<file path="config.mk">
export PLATFORM = sky130hd
export DESIGN_NAME = roll_sequencer_flat
export DESIGN_NICKNAME = d
export VERILOG_FILES = /design/src/rtl/yacht_pkg.sv /design/src/rtl/roll_sequencer_if.sv /design/src/rtl/anim_tick_gen.sv /design/src/rtl/roll_sequencer.sv /design/src/flat_wrapper.sv
export SDC_FILE = /design/constraint.sdc
export NUM_CORES = 1
export LEC_CHECK = 0
export ABC_AREA = 1
export BUFFER_PORTS_ARGS = -buffer_cell sky130_fd_sc_hd__buf_4
export CAP_MARGIN = 20
export CORE_MARGIN = 2
export CORE_UTILIZATION = 40
export DETAILED_ROUTE_END_ITERATION = 8
export GPL_TIMING_DRIVEN = 0
export PLACE_DENSITY_LB_ADDON = 0.08
export REMOVE_ABC_BUFFERS = 1
export SYNTH_ARGS = -nofsm -noshare
export SYNTH_HDL_FRONTEND = slang
export SYNTH_SLANG_ARGS = --single-unit
</file>
<file path="constraint.sdc">
create_clock -name clk -period 1.85 [get_ports clk]
set_clock_uncertainty 0.1 [all_clocks]
set_input_delay 0 -clock clk [delete_from_list [all_inputs] [get_ports clk]]
set_output_delay 0 -clock clk [all_outputs]
set_load 0.05 [all_outputs]
</file>
<file path="src/rtl/yacht_pkg.sv">
// Shared definitions for the yacht dice game: dice count, roll limit and
// the roll sequencer state encoding.
package yacht_pkg;

    localparam int unsigned NUM_DICE          = 5;
    localparam int unsigned MAX_ROLLS_DEFAULT = 3;

    typedef enum logic [1:0] {
        IDLE   = 2'd0,
        ANIM   = 2'd1,
        DONE   = 2'd2,
        LOCKED = 2'd3
    } roll_state_t;

    // Hold mask captured on an accepted roll; nothing can be held before the first roll.
    function automatic logic [NUM_DICE-1:0] accept_mask(
        input logic                first_roll,
        input logic [NUM_DICE-1:0] sw
    );
        logic [NUM_DICE-1:0] mask;
        if (first_roll) begin
            mask = {NUM_DICE{1'b0}};
        end else begin
            mask = sw;
        end
        return mask;
    endfunction

endpackage

</file>
<file path="src/rtl/roll_sequencer_if.sv">
// Roll sequencer bus: requests from the game FSM / switches towards the
// sequencer, roll pulses and status back towards the dice manager and display.
interface roll_sequencer_if;
    import yacht_pkg::*;

    logic                turn_start;
    logic                roll_req;
    logic [NUM_DICE-1:0] hold_sw;
    logic                roll_en;
    logic [NUM_DICE-1:0] hold_mask;
    logic                busy;
    logic                roll_done;
    logic [1:0]          rolls_left;
    logic                roll_reject;

    modport master (
        output turn_start, roll_req, hold_sw,
        input  roll_en, hold_mask, busy, roll_done, rolls_left, roll_reject
    );

    modport slave (
        input  turn_start, roll_req, hold_sw,
        output roll_en, hold_mask, busy, roll_done, rolls_left, roll_reject
    );

endinterface

</file>
<file path="src/rtl/anim_tick_gen.sv">
// Clearable animation divider: a strobe one cycle after clear (when enabled)
// and then every TICK_DIV cycles while enabled. Clearing while disabled is silent.
module anim_tick_gen #(
    parameter int unsigned TICK_DIV = 2_500_000
) (
    input  logic clk,
    input  logic reset_n,
    input  logic clr,
    input  logic en,
    output logic strobe
);

    localparam int unsigned CW = (TICK_DIV > 1) ? $clog2(TICK_DIV) : 1;
    localparam logic [CW-1:0] CNT_LAST = CW'(TICK_DIV - 1);

    logic [CW-1:0] cnt_q, cnt_d;
    logic          strobe_q, strobe_d;

    // Next counter value and strobe; the counter stops at zero when idle.
    always_comb begin
        cnt_d    = cnt_q;
        strobe_d = 1'b0;
        if (clr) begin
            cnt_d    = {CW{1'b0}};
            strobe_d = en;
        end else if (en) begin
            if (cnt_q == CNT_LAST) begin
                cnt_d    = {CW{1'b0}};
                strobe_d = 1'b1;
            end else begin
                cnt_d    = cnt_q + CW'(1);
                strobe_d = 1'b0;
            end
        end else begin
            cnt_d    = {CW{1'b0}};
            strobe_d = 1'b0;
        end
    end

    // Divider state and registered strobe.
    always_ff @(posedge clk or negedge reset_n) begin
        if (!reset_n) begin
            cnt_q    <= {CW{1'b0}};
            strobe_q <= 1'b0;
        end else begin
            cnt_q    <= cnt_d;
            strobe_q <= strobe_d;
        end
    end

    assign strobe = strobe_q;

endmodule

</file>
<file path="src/rtl/roll_sequencer.sv">
// Per-turn roll controller: enforces the roll limit, latches the hold mask
// on accept and drives a spaced train of roll_en pulses for the tumble animation.
module roll_sequencer import yacht_pkg::*; #(
    parameter int unsigned TICK_DIV   = 2_500_000,
    parameter int unsigned ANIM_STEPS = 12,
    parameter int unsigned MAX_ROLLS  = MAX_ROLLS_DEFAULT
) (
    input  logic             clk,
    input  logic             reset_n,
    roll_sequencer_if.slave  bus
);

    localparam int unsigned      SW         = $clog2(ANIM_STEPS + 1);
    localparam logic [SW-1:0]    LAST_STEP  = SW'(ANIM_STEPS - 1);
    localparam logic [1:0]       ROLLS_FULL = 2'(MAX_ROLLS);

    roll_state_t         state_q, state_d;
    logic [NUM_DICE-1:0] hold_q, hold_d;
    logic [1:0]          rolls_q, rolls_d;
    logic [SW-1:0]       step_q, step_d;
    logic                busy_q, busy_d;
    logic                done_q, done_d;
    logic                reject_q, reject_d;
    logic                tick_clr_s;
    logic                tick_en_s;
    logic                roll_en_s;

    anim_tick_gen #(
        .TICK_DIV (TICK_DIV)
    ) u_tick (
        .clk     (clk),
        .reset_n (reset_n),
        .clr     (tick_clr_s),
        .en      (tick_en_s),
        .strobe  (roll_en_s)
    );

    // Turn/roll state machine next-state; turn_start overrides everything.
    always_comb begin
        state_d    = state_q;
        hold_d     = hold_q;
        rolls_d    = rolls_q;
        step_d     = step_q;
        done_d     = 1'b0;
        reject_d   = 1'b0;
        tick_clr_s = 1'b0;
        if (bus.turn_start) begin
            state_d    = IDLE;
            rolls_d    = ROLLS_FULL;
            hold_d     = {NUM_DICE{1'b0}};
            step_d     = {SW{1'b0}};
            tick_clr_s = 1'b1;
        end else begin
            case (state_q)
                IDLE: begin
                    if (bus.roll_req) begin
                        state_d    = ANIM;
                        hold_d     = accept_mask(rolls_q == ROLLS_FULL, bus.hold_sw);
                        step_d     = {SW{1'b0}};
                        tick_clr_s = 1'b1;
                    end else begin
                        state_d = IDLE;
                    end
                end
                ANIM: begin
                    reject_d = bus.roll_req;
                    if (roll_en_s) begin
                        step_d = step_q + SW'(1);
                        if (step_q == LAST_STEP) begin
                            state_d = DONE;
                            done_d  = 1'b1;
                            rolls_d = rolls_q - 2'd1;
                        end else begin
                            state_d = ANIM;
                        end
                    end else begin
                        step_d = step_q;
                    end
                end
                DONE: begin
                    reject_d = bus.roll_req;
                    if (rolls_q == 2'd0) begin
                        state_d = LOCKED;
                    end else begin
                        state_d = IDLE;
                    end
                end
                LOCKED: begin
                    reject_d = bus.roll_req;
                    state_d  = LOCKED;
                end
                default: begin
                    state_d = IDLE;
                end
            endcase
        end
    end

    assign busy_d    = (state_d == ANIM);
    assign tick_en_s = (state_d == ANIM);

    // State and registered outputs.
    always_ff @(posedge clk or negedge reset_n) begin
        if (!reset_n) begin
            state_q  <= IDLE;
            hold_q   <= {NUM_DICE{1'b0}};
            rolls_q  <= ROLLS_FULL;
            step_q   <= {SW{1'b0}};
            busy_q   <= 1'b0;
            done_q   <= 1'b0;
            reject_q <= 1'b0;
        end else begin
            state_q  <= state_d;
            hold_q   <= hold_d;
            rolls_q  <= rolls_d;
            step_q   <= step_d;
            busy_q   <= busy_d;
            done_q   <= done_d;
            reject_q <= reject_d;
        end
    end

    assign bus.roll_en     = roll_en_s;
    assign bus.hold_mask   = hold_q;
    assign bus.busy        = busy_q;
    assign bus.roll_done   = done_q;
    assign bus.rolls_left  = rolls_q;
    assign bus.roll_reject = reject_q;

endmodule

</file>
<file path="src/flat_wrapper.sv">
// flat-port wrapper written by rule: the top's interface ports become plain ports
module roll_sequencer_flat import yacht_pkg::*;
#(
    parameter int unsigned TICK_DIV   = 2_500_000,
    parameter int unsigned ANIM_STEPS = 12,
    parameter int unsigned MAX_ROLLS  = MAX_ROLLS_DEFAULT
)
  (clk, reset_n, bus_turn_start, bus_roll_req, bus_hold_sw, bus_roll_en, bus_hold_mask, bus_busy, bus_roll_done, bus_rolls_left, bus_roll_reject);
  roll_sequencer_if bus_i ();
  input  logic clk;
  input  logic reset_n;
  input wire logic [$bits(bus_i.turn_start)-1:0] bus_turn_start;
  input wire logic [$bits(bus_i.roll_req)-1:0] bus_roll_req;
  input wire logic [$bits(bus_i.hold_sw)-1:0] bus_hold_sw;
  output wire logic [$bits(bus_i.roll_en)-1:0] bus_roll_en;
  output wire logic [$bits(bus_i.hold_mask)-1:0] bus_hold_mask;
  output wire logic [$bits(bus_i.busy)-1:0] bus_busy;
  output wire logic [$bits(bus_i.roll_done)-1:0] bus_roll_done;
  output wire logic [$bits(bus_i.rolls_left)-1:0] bus_rolls_left;
  output wire logic [$bits(bus_i.roll_reject)-1:0] bus_roll_reject;
  assign bus_i.turn_start = bus_turn_start;
  assign bus_i.roll_req = bus_roll_req;
  assign bus_i.hold_sw = bus_hold_sw;
  assign bus_roll_en = bus_i.roll_en;
  assign bus_hold_mask = bus_i.hold_mask;
  assign bus_busy = bus_i.busy;
  assign bus_roll_done = bus_i.roll_done;
  assign bus_rolls_left = bus_i.rolls_left;
  assign bus_roll_reject = bus_i.roll_reject;
  roll_sequencer #(.TICK_DIV(TICK_DIV), .ANIM_STEPS(ANIM_STEPS), .MAX_ROLLS(MAX_ROLLS)) u_core (.clk(clk), .reset_n(reset_n), .bus(bus_i));
endmodule
</file>
# Word-level counts from Yosys, hierarchy flattened
# Index checks and enable logic that the tools add are counted.
[classes]
addsub = 3
eq_ne = 9
n_mux = 33
reduce_logical = 12
[ops]
columns = ["cell", "count"]
rows = [
  ["2-to-1 mux 22 bit", 3],
  ["adder 22 x 1 -> 22 bit (second input constant)", 1],
  ["equality test 22 bit (second input constant)", 1],
  ["2-to-1 mux 5 bit", 4],
  ["2-to-1 mux 2 bit", 8],
  ["2-to-1 mux 1 bit", 13],
  ["2-to-1 mux 4 bit", 3],
  ["nonzero test 2 bit", 5],
  ["case mux 2 bit (4 select lines)", 1],
  ["case mux 4 bit (2 select lines)", 1],
  ["equality test 2 bit (second input constant)", 3],
  ["inequality test 3 bit (second input constant)", 2],
  ["AND reduction 3 bit", 2],
  ["adder 4 x 1 -> 4 bit (second input constant)", 1],
  ["equality test 2 x 1 -> 1 bit (second input constant)", 2],
  ["equality test 4 bit (second input constant)", 1],
  ["logical NOT 2 bit", 2],
  ["nonzero test 3 bit", 1],
  ["OR reduction 3 bit", 1],
  ["AND reduction 2 bit", 1],
  ["subtractor 2 x 1 -> 2 bit (second input constant)", 1],
]
[totals]
reg_bits = 39
inputBits = 9
out_inout_bits = 11
elab_cells = 66

# Depth between registers and ports, before layout
[logic_depth]
depth_word = 8
mapped_depth = 9
ltp_nobuf = 9

# By module
# Synthesis repeated with hierarchy kept, for this count alone.
[hier_totals]
hier_cells = 278
area_unflattened_um2 = 2125.8
[modules_own_cells]
columns = ["module", "n_inst", "cells_per_inst", "area_per_inst_um2"]
rows = [
  ["anim_tick_gen", 1, 178, 1315.0],
  ["roll_sequencer", 1, 100, 810.8],
]

# Least setup slack after synthesis
# Ideal clock, no wire load.
[synth_path]
path_kind = "register to register"
startpoint = "register u_core.rolls_q[0] (netlist: u_core.bus.rolls_left[0])"
endpoint = "register u_core.u_tick.cnt_q[8]"
setup_ps = 69
t_arrival_ps = 1695
required_time_ps = 1681
setup_slack_ps = -14
stages_incl_launch_ff = 9
path_buffers = 1
cell_sequence = "dfstp_2 > inv_1 > ha_1 > o21ai_1 > nand4_1 > inv_2 > nand3_4 > buf_8 > nor2_2"
[synth_between]
elab_chain_len = 7
[synth_rtl]
columns = ["element", "line", "text"]
rows = [
  ["from (decl)", "roll_sequencer.sv:19", "logic [1:0] rolls_q, rolls_d;"],
  ["from (signal assigned)", "roll_sequencer.sv:115", "rolls_q <= rolls_d;"],
  ["logical NOT 2 bit", "roll_sequencer.sv:82", "if (rolls_q == 2'd0) begin"],
  ["2-to-1 mux 2 bit", "roll_sequencer.sv:82", ""],
  ["case mux 2 bit (4 select lines)", "roll_sequencer.sv:54", "case (state_q)"],
  ["2-to-1 mux 2 bit", "roll_sequencer.sv:47", "if (bus.turn_start) begin"],
  ["equality test 2 x 1 -> 1 bit", "-", ""],
  ["net u_core.busy_d", "roll_sequencer.sv:21", "logic busy_q, busy_d;"],
  ["2-to-1 mux 22 bit", "anim_tick_gen.sv:26", "end else if (en) begin"],
  ["2-to-1 mux 22 bit", "anim_tick_gen.sv:23", "if (clr) begin"],
  ["net u_core.u_tick.cnt_d[8]", "anim_tick_gen.sv:16", "logic [CW-1:0] cnt_q, cnt_d;"],
  ["to (signal assigned)", "anim_tick_gen.sv:43", "cnt_q <= {CW{1'b0}};"],
  ["to (signal assigned)", "anim_tick_gen.sv:46", "cnt_q <= cnt_d;"],
  ["to (decl)", "anim_tick_gen.sv:16", ""],
]
# The timed path passes the listed nets, and every way through them passes these cells.
# A chain may end at the register's enable or synchronous reset.

# Worst setup path after layout
[layout_path]
startpoint = "register u_core.rolls_q[0] (netlist: u_core.bus.rolls_left[0])"
endpoint = "register u_core.u_tick.cnt_q[18]"
# The elaborated chain is that of the path after synthesis.

==> impl_metrics.yaml <==
clock_tree:
  insertion_delay_ps: 290
  htreeDepth: 2
  cts.sinks: 39
  cts.clk_slew.worst_paths_ps: 80
  cts-root-buf: "clkbuf_8"
  cts_tree: "yes"
  cts_made_buffers: 5
  cts_buffer_depth: 2
worst_setup_path:
  endpoint_kind: "register"
  critPathMaxFanout: 6
  reg2reg_to: "u_core.u_tick.cnt_q[18]"
  cp-start-kind: "register"
  r2r_setup_slack_ps: 90
  crit_slowest_cell: "dfstp_2"
  path_buf_inv: 2
  worstPathRequired_ps: 1980
  crit_family: "flip-flops"
  critPathKind: "reg2reg"
  critPathMaxStageDelay_ps: 550
  crit_arrival_ps: 1880
  reg2regPathDepth: 7
  path_cells: "inv_1, ha_2, o21ai_2, nand4_1, inv_4, nand3_4, nor2_2"
  worstReg2RegStart: "u_core.bus.rolls_left[0]"
cells_and_area:
  stdcell_count: 362
  drive_above_1_share: 0.257
  areaGrowthSynthToFinish_pct: 21.4
  seq_area_um2: 978
  fillers: 489
  n_antenna_cell: 0
  fin_util: 0.501
  nNetsFinal: 304
  multi_input_area_um2: 1020
drt:
  wl_per_cell_um: 11.5
  route.detailed.drc: 0
  ant_nets: 0
  drt_first_pass_iters: 4
  vias: 1642
  drt-total-wl_um: 4170
  drtIter0Drc: 93
  routed_via_density: 4.54
synthesis:
  yosysTopAreaCellShare: 0.439
  synthTopCellsByArea: "dfrtp_1 44%, nand2_1 9.6%, nor2_2 7.4%"
  synth_seq_cells: 39
  yosys.area.top_type: "dfrtp_1"
  ys_types: 24
  synth.avg_cell_area_um2: 8.26
  synth-seq-area-share: 0.464
  syn-instance-count: 255
  ys_warn_count: 0
  syn_area_um2: 2110
die:
  ios: 20
  die_w_um: 76.6
  die_h_um: 76.6
  row_count: 26
  die_area_um2: 5860
  start_util: 0.413
  core_um2: 5110
global_route:
  grt_overflow: 0
  grt_pass1_vias: 1559
  grt_pass1_wl_um: 7330
  antenna_found_initial: 0
  grt_usage: 0.157
  grt_start_max_net_pins: 40
sta:
  report.final.slew_viol_count: 0
  layout_worst_path_cycle_share: 0.950
  tightest_slew_ps: 491
  max_freq_mhz: 569
  fin_crit_ps: 1760
  hold_viol: 0
  postLayoutSetupSlackWorst_ps: 92.4
  slew-limit-headroom: 0.673
  hold_ws_ps: 102
  finalSetupViolations: 0
  tns_ps: 0
placed_design:
  dpl_worst_slack_ps: -101
  port_buffers: 19
  gp_congestion: 0.767
  dp.cells: 341
  hpwl_um: 2740
pwr:
  p_leak_uw: 0.00111
  peakVddDrop_uv: 462
  p_per_area_nw_per_um2: 643
status:
  outcome: "completed"
job:
  drv_cap: 0
hold_path:
  min_path_type: "in2async"
## how the worst max path moves through the flow
stage,depth (start not counted),from,end
after floorplan,7,u_core.bus.rolls_left[0],u_core.u_tick.cnt_q[0]
after global placement,7,u_core.bus.rolls_left[0],u_core.u_tick.cnt_q[21]
after detailed placement,7,u_core.bus.rolls_left[0],u_core.u_tick.cnt_q[13]
after CTS,7,u_core.bus.rolls_left[0],u_core.u_tick.cnt_q[19]
after global routing,7,u_core.bus.rolls_left[0],u_core.u_tick.cnt_q[18]
final,7,u_core.bus.rolls_left[0],u_core.u_tick.cnt_q[18]
## sequential cells by signal (all words and copies together), names as in the netlist
name,count
u_core.bus.roll_done,1
u_core.u_tick.strobe,1
u_core.bus.hold_mask,5
u_core.step_q,4
u_core.u_tick.cnt_q,22
u_core.bus.rolls_left,2
u_core.bus.roll_reject,1
u_core.bus.busy,1
u_core.state_q,2
## cells in the final DEF (no fill, tap or decap), drive strengths merged, types with 5 or more instances in the layout
cell	instances
xor2	9
clkbuf	6
dfrtp	37
dlygate4sd3	8
nand2	58
o21ai	11
nor2	61
inv	34
nand4	5
xnor2	5
buf	21
nand3	21
## cell usage after synthesis
| master | number |
|---|---|
| buf_2 | 1 |
| nand2_2 | 4 |
| nand2_1 | 54 |
| ha_1 | 4 |
| inv_2 | 3 |
| inv_1 | 31 |
| nor2_1 | 33 |
| dfstp_2 | 2 |
| nand3_4 | 1 |
| a21oi_1 | 4 |
| o22ai_1 | 1 |
| dfrtp_1 | 37 |
| o21ai_1 | 1 |
| xor2_1 | 9 |
| o21ai_0 | 10 |
| or3_1 | 1 |
| buf_8 | 2 |
| nand3_2 | 3 |
| nand4_1 | 5 |
| xnor2_1 | 5 |
| nand3_1 | 14 |
| nor2_4 | 3 |
| nor2_2 | 25 |
| o21bai_1 | 2 |
## area by class of cell
| type | count | area share |
|---|---|---|
| Inverter | 34 | 0.0509 |
| Sequential cell | 39 | 0.383 |
| Multi-Input combinational cell | 182 | 0.401 |
| Clock buffer | 6 | 0.0323 |
| Timing Repair Buffer | 29 | 0.0930 |
| Clock inverter | 2 | 0.00636 |
| Tap cell | 70 | 0.0342 |
## power by group
| group | switching, uW | total [uW] | internal [uW] |
|---|---|---|---|
| registers | 9.38 | 875 | 866 |
| logic | 101 | 152 | 50.8 |
| clock network | 313 | 618 | 304 |
| total | 424 | 1640 | 1220 |
## through the flow
step | total power [uW] | area (um2)
6_report | 1640 | 2560
5_1_grt | 1730 | 2560
4_1_cts | 1660 | 2500
3_5_place_dp | 1020 | 2300
3_3_place_gp | 1020 | 2300
2_1_floorplan | 961 | 2070
## cell families (layout without fill, tap and decap cells)
| family | count (synthesis) | after routing | share of synthesized area |
|---|---|---|---|
| DFF | 39 | 39 | 0.464 |
| xor gates and xnor gates | 14 | 14 | 0.0582 |
| buffers and inverters | 37 | 71 | 0.0772 |
| AOI/OAI and AO/OA | 18 | 18 | 0.0457 |
| adders and majority gates | 4 | 4 | 0.0238 |
| and+or+nand+nor | 143 | 146 | 0.331 |
## metal layers
metal	vias up	track usage	routed length (um)
met3	5	0.0403	139
met5	-	0	0
met1	751	0.225	2140
li1	864	-	-
met2	22	0.233	1850
met4	0	0.0491	40
## what timing repair did
item                                    in CTS  in global routing
endpoints found under the hold margin       50                  0
gates cloned                                 1                  2
resized for setup                            2                  4
pin swaps                                    0                  3
hold buffers                                 8                  0
endpoints found under the setup margin      22                 22
setup buffers                                0                  2
Note: power is estimated with default switching activity, not from simulation.
